$ cat config.mk
export PLATFORM = sky130hd
export DESIGN_NAME = uart_tx_ctrl
export DESIGN_NICKNAME = d
export VERILOG_FILES = /design/src/rtl/uart_pkg.sv /design/src/rtl/uart_baud_cnt.sv /design/src/rtl/uart_tx_ctrl.sv
export SDC_FILE = /design/constraint.sdc
export NUM_CORES = 1
export LEC_CHECK = 0
export CORE_ASPECT_RATIO = 1.2
export CORE_MARGIN = 10
export CORE_UTILIZATION = 54
export DETAILED_ROUTE_END_ITERATION = 16
export PLACE_DENSITY = 0.8
export SYNTH_ARGS = -nofsm -noshare
export SYNTH_HDL_FRONTEND = slang
export SYNTH_SLANG_ARGS = --single-unit
$ cat constraint.sdc
create_clock -name clk_i -period 2.1 [get_ports clk_i]
set_input_delay 0.42 -clock clk_i [delete_from_list [all_inputs] [get_ports clk_i]]
set_output_delay 0.42 -clock clk_i [all_outputs]
set_load 0.02 [all_outputs]
$ cat src/rtl/uart_pkg.sv
// Shared UART definitions: clocking constants, data width and the transmit FSM state type.
// The PARITY state exists only when UART_TX_PARITY_EN is defined.
package uart_pkg;

    localparam int unsigned UART_CLK_HZ           = 10_000_000;
    localparam int unsigned UART_BAUD             = 9600;
    localparam int unsigned UART_CLKS_PER_BIT_DEF = 1042;
    localparam int unsigned UART_DATA_W           = 8;
    localparam int unsigned UART_BITCNT_W         = 3;

`ifdef UART_TX_PARITY_EN
    typedef enum logic [2:0] {
        ST_IDLE,
        ST_START,
        ST_DATA,
        ST_PARITY,
        ST_STOP,
        ST_CLEAR
    } uart_tx_state_e;
`else
    typedef enum logic [2:0] {
        ST_IDLE,
        ST_START,
        ST_DATA,
        ST_STOP,
        ST_CLEAR
    } uart_tx_state_e;
`endif

endpackage

$ cat src/rtl/uart_baud_cnt.sv
// Bit-period counter: counts 0..CLKS_PER_BIT-1 and flags the last cycle with tick_o.
// Shared by the UART transmitter and receiver.
module uart_baud_cnt #(
    parameter int unsigned CLKS_PER_BIT = 1042
) (
    input  logic clk_i,
    input  logic rst,
    input  logic clr_i,
    output logic tick_o
);

    localparam int unsigned    CNT_W    = (CLKS_PER_BIT > 1) ? $clog2(CLKS_PER_BIT) : 1;
    localparam logic [CNT_W-1:0] CNT_LAST = CNT_W'(CLKS_PER_BIT - 1);

    logic [CNT_W-1:0] cnt_q;

    always_ff @(posedge clk_i) begin
        if (!rst) begin
            cnt_q <= '0;
        end else if (clr_i || tick_o) begin
            cnt_q <= '0;
        end else begin
            cnt_q <= cnt_q + CNT_W'(1);
        end
    end

    assign tick_o = (cnt_q == CNT_LAST);

endmodule

$ cat src/rtl/uart_tx_ctrl.sv
// UART transmit engine: serialises the latched byte 8N1 (8E1 with UART_TX_PARITY_EN defined)
// and pulses clr_send_o for one cycle after the stop bit to clear the control register's send bit.
module uart_tx_ctrl
    import uart_pkg::*;
#(
    parameter int unsigned CLKS_PER_BIT = UART_CLKS_PER_BIT_DEF
) (
    input  logic                   clk_i,
    input  logic                   rst,
    input  logic                   send_i,
    input  logic [UART_DATA_W-1:0] data_i,
    output logic                   tx_o,
    output logic                   busy_o,
    output logic                   clr_send_o
);

    uart_tx_state_e             state_q, state_d;
    logic [UART_DATA_W-1:0]     shift_q, shift_d;
    logic [UART_BITCNT_W-1:0]   bit_cnt_q, bit_cnt_d;
    logic                       tx_q, tx_d;
    logic                       baud_tick;
    logic                       baud_clr;
`ifdef UART_TX_PARITY_EN
    logic                       par_q, par_d;
`endif

    uart_baud_cnt #(
        .CLKS_PER_BIT(CLKS_PER_BIT)
    ) u_baud (
        .clk_i (clk_i),
        .rst   (rst),
        .clr_i (baud_clr),
        .tick_o(baud_tick)
    );

    always_ff @(posedge clk_i) begin
        if (!rst) begin
            state_q   <= ST_IDLE;
            shift_q   <= '0;
            bit_cnt_q <= '0;
            tx_q      <= 1'b1;
`ifdef UART_TX_PARITY_EN
            par_q     <= 1'b0;
`endif
        end else begin
            state_q   <= state_d;
            shift_q   <= shift_d;
            bit_cnt_q <= bit_cnt_d;
            tx_q      <= tx_d;
`ifdef UART_TX_PARITY_EN
            par_q     <= par_d;
`endif
        end
    end

    always_comb begin
        state_d   = state_q;
        shift_d   = shift_q;
        bit_cnt_d = bit_cnt_q;
`ifdef UART_TX_PARITY_EN
        par_d     = par_q;
`endif
        case (state_q)
            ST_IDLE: begin
                if (send_i) begin
                    state_d   = ST_START;
                    shift_d   = data_i;
                    bit_cnt_d = '0;
`ifdef UART_TX_PARITY_EN
                    par_d     = ^data_i;
`endif
                end
            end
            ST_START: begin
                if (baud_tick) state_d = ST_DATA;
            end
            ST_DATA: begin
                if (baud_tick) begin
                    shift_d   = shift_q >> 1;
                    bit_cnt_d = bit_cnt_q + UART_BITCNT_W'(1);
                    if (bit_cnt_q == '1) begin
`ifdef UART_TX_PARITY_EN
                        state_d = ST_PARITY;
`else
                        state_d = ST_STOP;
`endif
                    end
                end
            end
`ifdef UART_TX_PARITY_EN
            ST_PARITY: begin
                if (baud_tick) state_d = ST_STOP;
            end
`endif
            ST_STOP: begin
                if (baud_tick) state_d = ST_CLEAR;
            end
            ST_CLEAR: state_d = ST_IDLE;
            default:  state_d = ST_IDLE;
        endcase

        // Line level is computed from the next state so tx_o comes straight from a flop.
        case (state_d)
            ST_START:  tx_d = 1'b0;
            ST_DATA:   tx_d = shift_d[0];
`ifdef UART_TX_PARITY_EN
            ST_PARITY: tx_d = par_d;
`endif
            default:   tx_d = 1'b1;
        endcase

        baud_clr = (state_d != state_q) || (state_q == ST_IDLE);
    end

    assign tx_o       = tx_q;
    assign busy_o     = (state_q != ST_IDLE);
    assign clr_send_o = (state_q == ST_CLEAR);

endmodule

======== Word-level counts from Yosys, hierarchy flattened ========
Index checks and enable logic that the tools add are counted.
word-level totals
  register bits after elaboration ......... 26
  input bits .............................. 11
  output and inout port bits .............. 3
  logic and storage cells ................. 40
cells by class
  add/sub/neg operators ................... 2
  equality and inequality tests ........... 11
  muxes and demuxes ....................... 13
  bitwise operators ....................... 1
  reduce and logical (&&, ||, !) cells .... 7
operators by type and width
  cell                     number
  $mux W3                  7
  $mux W8                  2
  $pmux W8 S2              1
  $pmux W3 S4              1
  $add A11 B1 Y11 const B  1
  $eq A11 B11 Y1 const B   1
  $eq A3 B2 Y1 const B     3
  $eq A3 B1 Y1 const B     2
  $eq A3 B3 Y1 const B     2
  $pmux W3 S2              1
  $add A3 B1 Y3 const B    1
  $logic_not A3 Y1         1
  $ne A3 B3 Y1             1
  $reduce_and A3 Y1        1
  $reduce_bool A3 Y1       1
  $logic_or A1 B1 Y1       2
  $ne A2 B1 Y1 const B     1
  $ne A2 B2 Y1 const B     1
  $pmux W1 S2              1
  $reduce_bool A2 Y1       1
  $reduce_or A2 Y1         1
  $not A1 Y1               1

======== Longest topological paths before layout ========
  word-level depth ........................ 8
  gate-level depth with buffers ........... 8
  gate-level depth less buffers ........... 7

======== Cells and area by module ========
From an unflattened synthesis, not the netlist that was laid out.
unflattened totals
  cell total of the unflattened synthesis .. 145
  area, all modules ....................... 1302.5 um^2
by module, submodules not included
  module         instances  cells an instance  area an instance (um^2)  seq. area each (um^2)
  uart_tx_ctrl   1          88                 783.3                    300.3
  uart_baud_cnt  1          57                 519.2                    220.2

======== Worst setup path before layout ========
OpenSTA, ideal clock, no wires.
  kind .................................... register to register
  start point ............................. reg u_baud.cnt_q[0]
  end point ............................... reg tx_q, in the netlist tx_o
  data arrival time ....................... 1.545 ns
  required time ........................... 1.979 ns
  slack ................................... 0.434 ns
  cell stages (with the launch flop) ...... 7
  cell sequence ........................... dfxtp_1 ha_1 and4bb_2 and4_1 nor2_2 a211o_1 mux2_2
between the ends
  word-level cells in the longest chain between the ends .. 5
  elaborated cells on any way between the ends .. 10
RTL lines
  item                                                 line                                                        source
  start: declaration                                   uart_baud_cnt.sv:15                                         logic [CNT_W-1:0] cnt_q;
  start signal: assignment                             uart_baud_cnt.sv:23                                         cnt_q <= cnt_q + CNT_W'(1);
  $eq A11 B11 Y1 *                                     uart_baud_cnt.sv:27                                         assign tick_o = (cnt_q == CNT_LAST);
  $mux W3, on equally long branches                    uart_tx_ctrl.sv:96, uart_tx_ctrl.sv:75, uart_tx_ctrl.sv:78
  $pmux W3 S4                                          uart_tx_ctrl.sv:63                                          case (state_q)
  $eq A3 B2 Y1 / $eq A3 B1 Y1 (equally long branches)  uart_tx_ctrl.sv:103                                         case (state_d)
  $pmux W1 S2 *                                        uart_tx_ctrl.sv:103
  end signal: assignment                               uart_tx_ctrl.sv:49                                          tx_q <= tx_d;
  end: declaration                                     uart_tx_ctrl.sv:20                                          logic tx_q, tx_d;
Mark *: on every way between the ends. The rest lies on a longest branch, timed or not. The select of a mux whose other input is x is not followed.
A chain may end at the register's enable or synchronous reset.

======== Worst setup path in the final report ========
  start point ............................. reg state_q[1]
  end point ............................... out busy_o
between the ends
  word-level cells in the longest chain between the ends .. 1
RTL lines
  item                      line                 source
  start: declaration        uart_tx_ctrl.sv:17   uart_tx_state_e state_q, state_d;
  start signal: assignment  uart_tx_ctrl.sv:46   state_q <= state_d;
  $reduce_bool A3 Y1        uart_tx_ctrl.sv:116  assign busy_o = (state_q != ST_IDLE);
  end: declaration          uart_tx_ctrl.sv:13   output logic busy_o,
Every way passes these cells.

==> impl_metrics.tcl <==
set metrics [dict create \
    cts_htree_levels 1 \
    grt_use_total_pct 10.0 \
    synth_compound_area_share_pct 11.1 \
    min_period_over_period_pct 89.4 \
    arrival_ns 1.46 \
    yosysUniqueCellTypes 30 \
    area_delta_synth_final_pct 15.3 \
    final_nets 165 \
    finalPower_w 0.000804 \
    power_frac_clock_pct 24.5 \
    cp.required_ns 1.68 \
    cp-start-kind "flop" \
    drt_iter0_drc 33 \
    max_clock_freq_ghz 0.533 \
    drc 0 \
    numClockSinks 26 \
    synth-seq-cells 26 \
    die_w_um 63.1 \
    skew_ns 0.00227 \
    min_path_type "reg -> reg" \
    power.switching_w 0.000183 \
    post_drt_via_cell_ratio 5.21 \
    syn_nets 150 \
    syn_area_mm2 0.00120 \
    timing.rr.end "tx_o" \
    synth-seq-area-share_pct 43.3 \
    synth_area_leader_cell "dfxtp_1" \
    ios 14 \
    power_leakage_nw 0.520 \
    die-area_mm2 0.00452 \
    cts_root_buf "clkbuf_4" \
    insertion_delay_ns 0.31 \
    synth_flop_cell "dfxtp_1" \
    cts_max_path_buffers 2 \
    power.internal_w 0.000621 \
    final_antenna_net_count 0 \
    die_y_um 71.7 \
    drive_above_1_share_pct 8.78 \
    crit_type "reg -> out" \
    min_period_ns 1.88 \
    power_frac_comb_pct 11.0 \
    p_seq_share_pct 64.5 \
    synth_mux_area_share_pct 3.43 \
    status "finished clean" \
    post_drt_wl_per_cell_um 12.1 \
    holdCritStartpoint "shift_q[4]" \
    dr.pass1.iters 4 \
    synth_top_family_by_area "simple AND/OR/NAND/NOR gates" \
    r2r_slack_ns 0.29 \
    grt_pass1_vias 888 \
    portBuffers 13 \
    synth.top_cell.area_share_pct 43.3 \
    grt_max_degree 14 \
    clk_pin_slew_worst_paths_ns 0.12 \
    yosys.area_share.simple_pct 27.6 \
    rsz0062_at_grt "no" \
    synthAdderAreaFrac_pct 4.16 \
    reg2regPathDepth 6 \
    finalWirelength_um 2160 \
    hold_depth 2 \
    yosysWarnings 0 \
    end_kind "primary output" \
    async_flop_share_pct 0 \
    final-setup-viol-count 0 \
    cap_violations 0 \
    cts_setup_buffers 0 \
    fin_util_pct 66.2 \
    nFillCells 186 \
    worst_hold_path.endpoint "shift_q[4]" \
    tightest_slew_ns 0.451 \
    syn_avg_cell_area_um2 8.91 \
    yosysMostFrequentCell "dfxtp_1" \
    cellPowerDensity_mw_per_mm2 580 \
    antenna_found_initial 0 \
    tns_ns 0 \
    std_cell_rows 18 \
    gp_congestion 0.792 \
    crit_fanout 11 \
    post-dp-hpwl_um 1680 \
    coreArea_mm2 0.00209 \
    relSlewSlack_pct 69.8 \
    r2r-start "u_baud.cnt_q[0]" \
    antenna_cells 0 \
    finalHoldViolCount 0 \
    vias 928 \
    start_util_pct 57.4 \
    cts_tree "done" \
    grt_pass1_wl_um 3800 \
    syn_inst 135 \
    synth_area_leaders "dfxtp_1 (43%), nor2_1 (5.6%), a21oi_1 (5.0%), a22oi_1 (5.0%), nand2_1 (5.0%)" \
    grt_overflow_total 0 \
    synth_xor_area_share_pct 6.56 \
    swShare_pct 22.8 \
    final_max_slew_viol_count 0 \
    synth_common_cells "dfxtp_1 (26), nor2_1 (18), nand2_1 (16)" \
    numCtsBuffers 3 \
    ir_worst_vdd_uv 397 \
    synth_edf_count 0 \
    holdWs_ns 0.464 \
]
[per-stage QoR]
step / instance area (um2) / instances / setup slack, ns
detailed placement: 1360 / 175 / 0.198
CTS: 1380 / 178 / 0.0258
finish: 1390 / 178 / 0.223
global route: 1390 / 178 / 0.164
global placement: 1360 / 175 / 0.233
floorplan: 1200 / 135 / 0.434
[routing by layer]
| layer | GRT usage, % | vias up | part of all wire [%] |
|---|---|---|---|
| met5 | 0 | - | 0 |
| met4 | 4.48 | 0 | 1.7 |
| met3 | 2.80 | 5 | 3.8 |
| met1 | 11.1 | 410 | 47 |
| li1 | - | 494 | - |
| met2 | 17.4 | 19 | 47 |
[cell usage in the layout, fill, tap and decap left out, drive strengths merged]
| cell type | netlist | layout |
|---|---|---|
| a211o | 1 | 1 |
| a21oi | 12 | 12 |
| a22oi | 8 | 8 |
| and2 | 1 | 1 |
| and4 | 1 | 1 |
| and4bb | 1 | 1 |
| buf | 5 | 4 |
| clkbuf | 2 | 3 |
| clkdlybuf4s50 | 0 | 11 |
| dfxtp | 26 | 26 |
| dlygate4sd2 | 0 | 1 |
| dlymetal6s2s | 0 | 1 |
| ha | 4 | 4 |
| inv | 2 | 2 |
| mux2 | 1 | 1 |
| mux2i | 3 | 3 |
| nand2 | 16 | 16 |
| nand2b | 1 | 1 |
| nand3 | 6 | 6 |
| nand3b | 2 | 2 |
| nand4 | 4 | 4 |
| nor2 | 19 | 19 |
| nor2b | 2 | 2 |
| nor3 | 3 | 3 |
| nor3b | 2 | 2 |
| nor4 | 1 | 1 |
| nor4b | 1 | 1 |
| o21ai | 1 | 1 |
| or3 | 1 | 1 |
| xnor2 | 5 | 5 |
| xor2 | 4 | 4 |
[how the worst max path moves through the flow]
stage               startpoint         end  slack, ns  cells past startpoint
6_report            state_q[1]      busy_o       0.22                      2
4_1_cts             state_q[1]  clr_send_o       0.03                      2
2_1_floorplan  u_baud.cnt_q[0]        tx_o       0.43                      6
3_5_place_dp            send_i        tx_o       0.20                      5
3_3_place_gp            send_i        tx_o       0.23                      5
5_1_grt             state_q[1]      busy_o       0.16                      2
[power by group through the flow]
stage               Sequential, W  Combinational, W  Clock [W]
global route             0.000521         0.0000962   0.000228
CTS                      0.000519         0.0000885   0.000204
detailed placement       0.000530         0.0000893          0
finish                   0.000518         0.0000882   0.000197
floorplan                0.000527         0.0000516          0
global placement         0.000529         0.0000867          0
[area by class of cell]
type	instances	area (um2)	area share, %
repair buffers	17	161	11.6
clock buffers	3	22.5	1.62
flip-flops and latches	26	522	37.6
inverters	2	7.51	0.542
multi-input cells	100	636	45.8
well taps	30	37.5	2.71
[state kept, by name (all words and copies together) (netlist names)]
| register | flops |
|---|---|
| bit_cnt_q | 3 |
| shift_q | 8 |
| state_q | 3 |
| tx_o | 1 |
| u_baud.cnt_q | 11 |
[worst max-delay path, cell delays in order (launching register included)]
cell	delay (ns)
dfxtp_1	0.45
or3_1	0.37
dlygate4sd2_1	0.33
[what timing repair did]
item	in CTS	in global routing
gates cloned	0	0
gates resized for setup	2	1
hold buffers	0	0
setup endpoints to repair	2	1
[cell families after synthesis]
group / count (synthesis)
AO/OA/AOI/OAI: 22
XOR/XNOR: 9
adder cells (fa/ha/maj): 4
buffers and inverters: 9
flip-flops: 26
multiplexers: 4
AND/OR/NAND/NOR: 61
Note: power is estimated with default switching activity, not from simulation.
